--- src/rtl/stream_mux_rr.sv ---
// N-channel valid/ready stream mux with a registered output stage and fixed-select
// or round-robin grant. Optional packet lock enabled by defining MUX_PKT_LOCK_EN.
module stream_mux_rr #(
  parameter int WIDTH    = 4,
  parameter int CHANNELS = 4,
  parameter int SEL_W    = 2
) (
  input  logic                      clk,
  input  logic                      rst,
  input  logic                      mode,
  input  logic [SEL_W-1:0]          sel,
  input  logic [CHANNELS*WIDTH-1:0] in_data,
  input  logic [CHANNELS-1:0]       in_valid,
`ifdef MUX_PKT_LOCK_EN
  input  logic [CHANNELS-1:0]       in_last,
  output logic                      out_last,
`endif
  output logic [CHANNELS-1:0]       in_ready,
  output logic [WIDTH-1:0]          out_data,
  output logic [SEL_W-1:0]          out_chan,
  output logic                      out_valid,
  input  logic                      out_ready
);

  typedef enum logic {EMPTY = 1'b0, FULL = 1'b1} ostate_e;

  ostate_e          state_q, state_d;
  logic [WIDTH-1:0] data_q, data_d;
  logic [SEL_W-1:0] chan_q, chan_d;
  logic [SEL_W-1:0] rr_ptr_q, rr_ptr_d;
`ifdef MUX_PKT_LOCK_EN
  logic             locked_q, locked_d;
  logic [SEL_W-1:0] lock_chan_q, lock_chan_d;
  logic             last_q, last_d;
  logic             sel_last;
`endif

  logic [SEL_W-1:0] grant;
  logic             grant_vld;
  logic [WIDTH-1:0] sel_data;
  logic             sel_valid;
  logic             load;
  logic             xfer;

  // Wraps at CHANNELS-1 rather than at 2^SEL_W so the pointer never names a missing channel.
  function automatic logic [SEL_W-1:0] wrap_inc(input logic [SEL_W-1:0] c);
    if (c >= SEL_W'(CHANNELS - 1)) return '0;
    return c + 1'b1;
  endfunction

  function automatic logic chan_bit(input logic [CHANNELS-1:0] v, input logic [SEL_W-1:0] idx);
    logic b;
    b = 1'b0;
    for (int i = 0; i < CHANNELS; i++) begin
      if (idx == SEL_W'(i)) b = v[i];
    end
    return b;
  endfunction

  always_comb begin
    logic [SEL_W-1:0] cand;
    grant     = '0;
    grant_vld = 1'b0;
    cand      = rr_ptr_q;
    if (!mode) begin
      grant     = sel;
      grant_vld = (sel <= SEL_W'(CHANNELS - 1));
    end
`ifdef MUX_PKT_LOCK_EN
    else if (locked_q) begin
      grant     = lock_chan_q;
      grant_vld = 1'b1;
    end
`endif
    else begin
      for (int k = 0; k < CHANNELS; k++) begin
        if (!grant_vld && chan_bit(in_valid, cand)) begin
          grant     = cand;
          grant_vld = 1'b1;
        end
        cand = wrap_inc(cand);
      end
    end
  end

  // in_ready is a pure function of the grant, never of the granted channel's own valid.
  always_comb begin
    sel_data  = '0;
    sel_valid = 1'b0;
    in_ready  = '0;
`ifdef MUX_PKT_LOCK_EN
    sel_last  = 1'b0;
`endif
    load = (state_q == EMPTY) || out_ready;
    for (int i = 0; i < CHANNELS; i++) begin
      if (grant == SEL_W'(i)) begin
        sel_data  = in_data[i*WIDTH +: WIDTH];
        sel_valid = in_valid[i];
`ifdef MUX_PKT_LOCK_EN
        sel_last  = in_last[i];
`endif
        in_ready[i] = !rst && load && grant_vld;
      end
    end
    xfer = !rst && load && grant_vld && sel_valid;
  end

  always_comb begin
    state_d  = state_q;
    data_d   = data_q;
    chan_d   = chan_q;
    rr_ptr_d = rr_ptr_q;
`ifdef MUX_PKT_LOCK_EN
    locked_d    = locked_q;
    lock_chan_d = lock_chan_q;
    last_d      = last_q;
`endif
    if (xfer) begin
      state_d  = FULL;
      data_d   = sel_data;
      chan_d   = grant;
      rr_ptr_d = wrap_inc(grant);
`ifdef MUX_PKT_LOCK_EN
      last_d = sel_last;
      if (mode) begin
        locked_d    = !sel_last;
        lock_chan_d = grant;
      end
`endif
    end else if (load) begin
      state_d = EMPTY;
    end
  end

  // Output register stage
  always_ff @(posedge clk) begin
    if (rst) begin
      state_q  <= EMPTY;
      data_q   <= '0;
      chan_q   <= '0;
      rr_ptr_q <= '0;
`ifdef MUX_PKT_LOCK_EN
      locked_q    <= 1'b0;
      lock_chan_q <= '0;
      last_q      <= 1'b0;
`endif
    end else begin
      state_q  <= state_d;
      data_q   <= data_d;
      chan_q   <= chan_d;
      rr_ptr_q <= rr_ptr_d;
`ifdef MUX_PKT_LOCK_EN
      locked_q    <= locked_d;
      lock_chan_q <= lock_chan_d;
      last_q      <= last_d;
`endif
    end
  end

  assign out_valid = (state_q == FULL);
  assign out_data  = data_q;
  assign out_chan  = chan_q;
`ifdef MUX_PKT_LOCK_EN
  assign out_last  = last_q;
`endif

endmodule

--- config.mk ---
export PLATFORM = sky130hd
export DESIGN_NAME = stream_mux_rr
export DESIGN_NICKNAME = d
export VERILOG_FILES = /design/src/rtl/stream_mux_rr.sv
export SDC_FILE = /design/constraint.sdc
export NUM_CORES = 1
export LEC_CHECK = 0
export CORE_ASPECT_RATIO = 1.25
export CORE_MARGIN = 8
export CORE_UTILIZATION = 47
export DETAILED_ROUTE_END_ITERATION = 12
export PLACE_DENSITY = 0.82
export SLEW_MARGIN = 10
export SYNTH_ARGS = -nofsm -noshare
export SYNTH_HDL_FRONTEND = slang
export SYNTH_SLANG_ARGS = --single-unit
--- constraint.sdc ---
create_clock -name clk -period 6.7 [get_ports clk]
set_input_delay 1.34 -clock clk [delete_from_list [all_inputs] [get_ports clk]]
set_output_delay 1.34 -clock clk [all_outputs]
set_load 0.05 [all_outputs]
==> run summary <==
Total Routing Usage GR -> 13.3%
Clock Sinks -> 9
Post-Route WL -> 2730 um
total CTS buffers -> 3
total chip power -> 0.000604 W
CTS tree -> yes
DRT Pass-1 Iters -> 4
gp weighted congestion -> 0.848
Post-Syn Instances -> 128
Final WS setup -> 651 ps
Max Cap Viol -> 0
Period minus WS final -> 6050 ps
Row Count -> 18
Multi-input gate area -> 744 um^2
Max Fclk -> 0.165 GHz
initial antenna violation count -> 0
fin. max-slew vios -> 0
detailed-route DRC error count -> 0
post-synthesis sequential area ratio -> 18.1%
DRT antenna net count -> 0
Peak supply drop -> 0.000244 V
vias -> 1040
Post-Synthesis Cell Area -> 996 um^2
Critical-path top delay cell -> clkdlybuf4s50_1
CP max stage delay -> 800 ps
die extent in x -> 57.2 um
Setup Buffers After CTS -> 0
DIE HEIGHT -> 67.5 um
Synth Flop Type -> dfxtp_1
P_leak -> 0.574 nW
die area -> 0.00386 mm^2
Root Driver -> clkbuf_4
Core ar. -> 0.00198 mm^2
Slew @ Worst Pin -> 513 ps
CP top delay family -> buffers and inverters
relative max-transition margin -> 65.7%
Synth area leaders -> dfxtp_1 18%, ha_1 15%, a21oi_1 6.0%, mux2i_1 6.0%, o21ai_0 4.0%
Reg clk slew, reported paths -> 60 ps
CP Buf/Inv Count -> 2
Clock Tree Buf Depth -> 2
vias in the first global route -> 998
Startpoint Class -> primary input
H-Tree Depth -> 1
Hold Buf Count CTS -> 0
global-route wire length before repair -> 4260 um
commonest non-fill, non-tap cell in the layout -> clkdlybuf4s50_1
Pwr Density -> 441 mW/mm^2
# setup viols final -> 0
WS Path Type -> in2out
hpwl dp -> 2210 um
post-synth top area share -> 18.1%
Critical Path RT -> 5360 ps
endpoints failing hold -> 0
most frequent cells in the layout -> 36 x clkdlybuf4s50_1, 12 x a21oi_1, 12 x ha_1, 10 x nand2_1, 10 x nor2_1
DR vias/cell -> 5.71
TNS Setup -> 0 ps
Setup crit end kind -> output pin
Worst Skew -> 2.23 ps
ANT cells -> 0
largest net degree at the start of global routing -> 12
Synth async-reset ratio -> 0%
Initial DRC Count -> 34
filler instances -> 160
IO buf count -> 36
Net Count, Synth -> 166
layout cell share with drive strength beyond 1 -> 4.94%
pre-CTS setup slack -> 715 ps
Final #Nets -> 201
Syn Area/Cell -> 7.78 um^2
area grow syn2layout -> 37.4%
post_cts resized -> 0
# IOs -> 37
Routed WL per cell -> 15.0 um
Yosys cell types -> 37
grt ovf -> 0
fin crit share -> 90.3%
crit-path max FO -> 9
unrepaired setup endpoints after global routing -> false
EDFF count, synth -> 0
Worst-Skew Late Latency -> 260 ps
critical path cell sequence -> clkdlybuf4s50_1, a211oi_1, o21ai_0, o311a_1, and2_1, o311a_1, o221ai_1, ha_1, and3_1, clkdlybuf4s50_1
area leader, netlist -> dfxtp_1
Initial Util -> 50.3%
register bit total from synthesis -> 9
worst hold path class -> reg2reg
Register Area -> 180 um^2
status -> finished, final reports clean
Yosys warning count -> 0
Worst EP arrival -> 4710 ps
## power breakdown
part           internal, W  leakage, nW  switching [W]
clock network    0.0000229       0.0150      0.0000189
registers        0.0000720       0.0734      0.0000152
logic             0.000192        0.486       0.000283
## through the flow
stage	cell area, um^2	std cells	utilization [%]	hold slack [ps]
after global placement	1340	178	67.7	471
final	1370	182	69.1	494
after floorplan	996	128	-	558
after detailed placement	1340	178	67.7	476
after CTS	1370	182	69.1	497
after global routing	1370	182	69.1	520
## kinds of logic (layout without fill, tap and decap cells)
| family | after synthesis | in the layout | synth area share (%) |
|---|---|---|---|
| simple gates | 46 | 46 | 26.4 |
| compound gates | 41 | 41 | 27.3 |
| buf+inv | 14 | 48 | 7.16 |
| fa+ha+maj | 12 | 12 | 15.1 |
| flops | 9 | 9 | 18.1 |
| mux | 6 | 6 | 6.03 |
## synthesized netlist by cell type, types with 2 or more instances
| cell | instances |
|---|---|
| o21ai_0 | 8 |
| nand2b_1 | 4 |
| mux2i_1 | 6 |
| a22oi_1 | 3 |
| nor2b_1 | 4 |
| nand3b_1 | 5 |
| and2_1 | 2 |
| o21ai_1 | 2 |
| inv_1 | 7 |
| a211oi_1 | 4 |
| ha_1 | 12 |
| and3_1 | 5 |
| buf_6 | 2 |
| clkbuf_1 | 3 |
| o311a_1 | 2 |
| a21oi_1 | 12 |
| dfxtp_1 | 9 |
| nand2_1 | 10 |
| nor2_1 | 10 |
## layout make-up
class                           instances  share of cell area (%)
Inverter                                8                    2.38
Multi-Input combinational cell        105                    54.4
Timing Repair Buffer                   36                    26.3
Clock buffer                            4                    1.92
Sequential cell                         9                    13.2
Tap cell                               20                    1.83
## sequential cells by signal (all words and copies together), names as in the netlist
register   count
out_valid      1
out_chan       2
rr_ptr_q       2
out_data       4
## path summary, 6_finish.rpt
| check | endpoint | slack, ps | startpoint | depth (start not counted) |
|---|---|---|---|---|
| worst min-delay path | out_chan[1] | 490 | out_chan[1] | 2 |
| worst max register to register | out_data[2] | 2620 | rr_ptr_q[0] | 15 |
| worst max-delay path | in_ready[1] | 650 | in_valid[1] | 10 |
| worst min register to register | out_chan[1] | 490 | out_chan[1] | 2 |
## worst reg2reg max path, cell delays in order (launching register included)
cell	delay, ps
dfxtp_1	480
inv_1	200
ha_1	320
a211oi_1	260
o21ai_0	130
o311a_1	190
and2_1	200
o311a_1	340
o221ai_1	320
ha_1	400
a21oi_1	110
a221oi_1	380
a21o_2	180
nand3_4	160
mux2i_1	220
nor2_1	60
## routing by layer
metal  track usage, %  wire, um
met1             14.1      1170
met2             24.2      1380
met3             2.81       125
met4             7.35        46
met5                0         0
(Power assumes the default switching activity.)
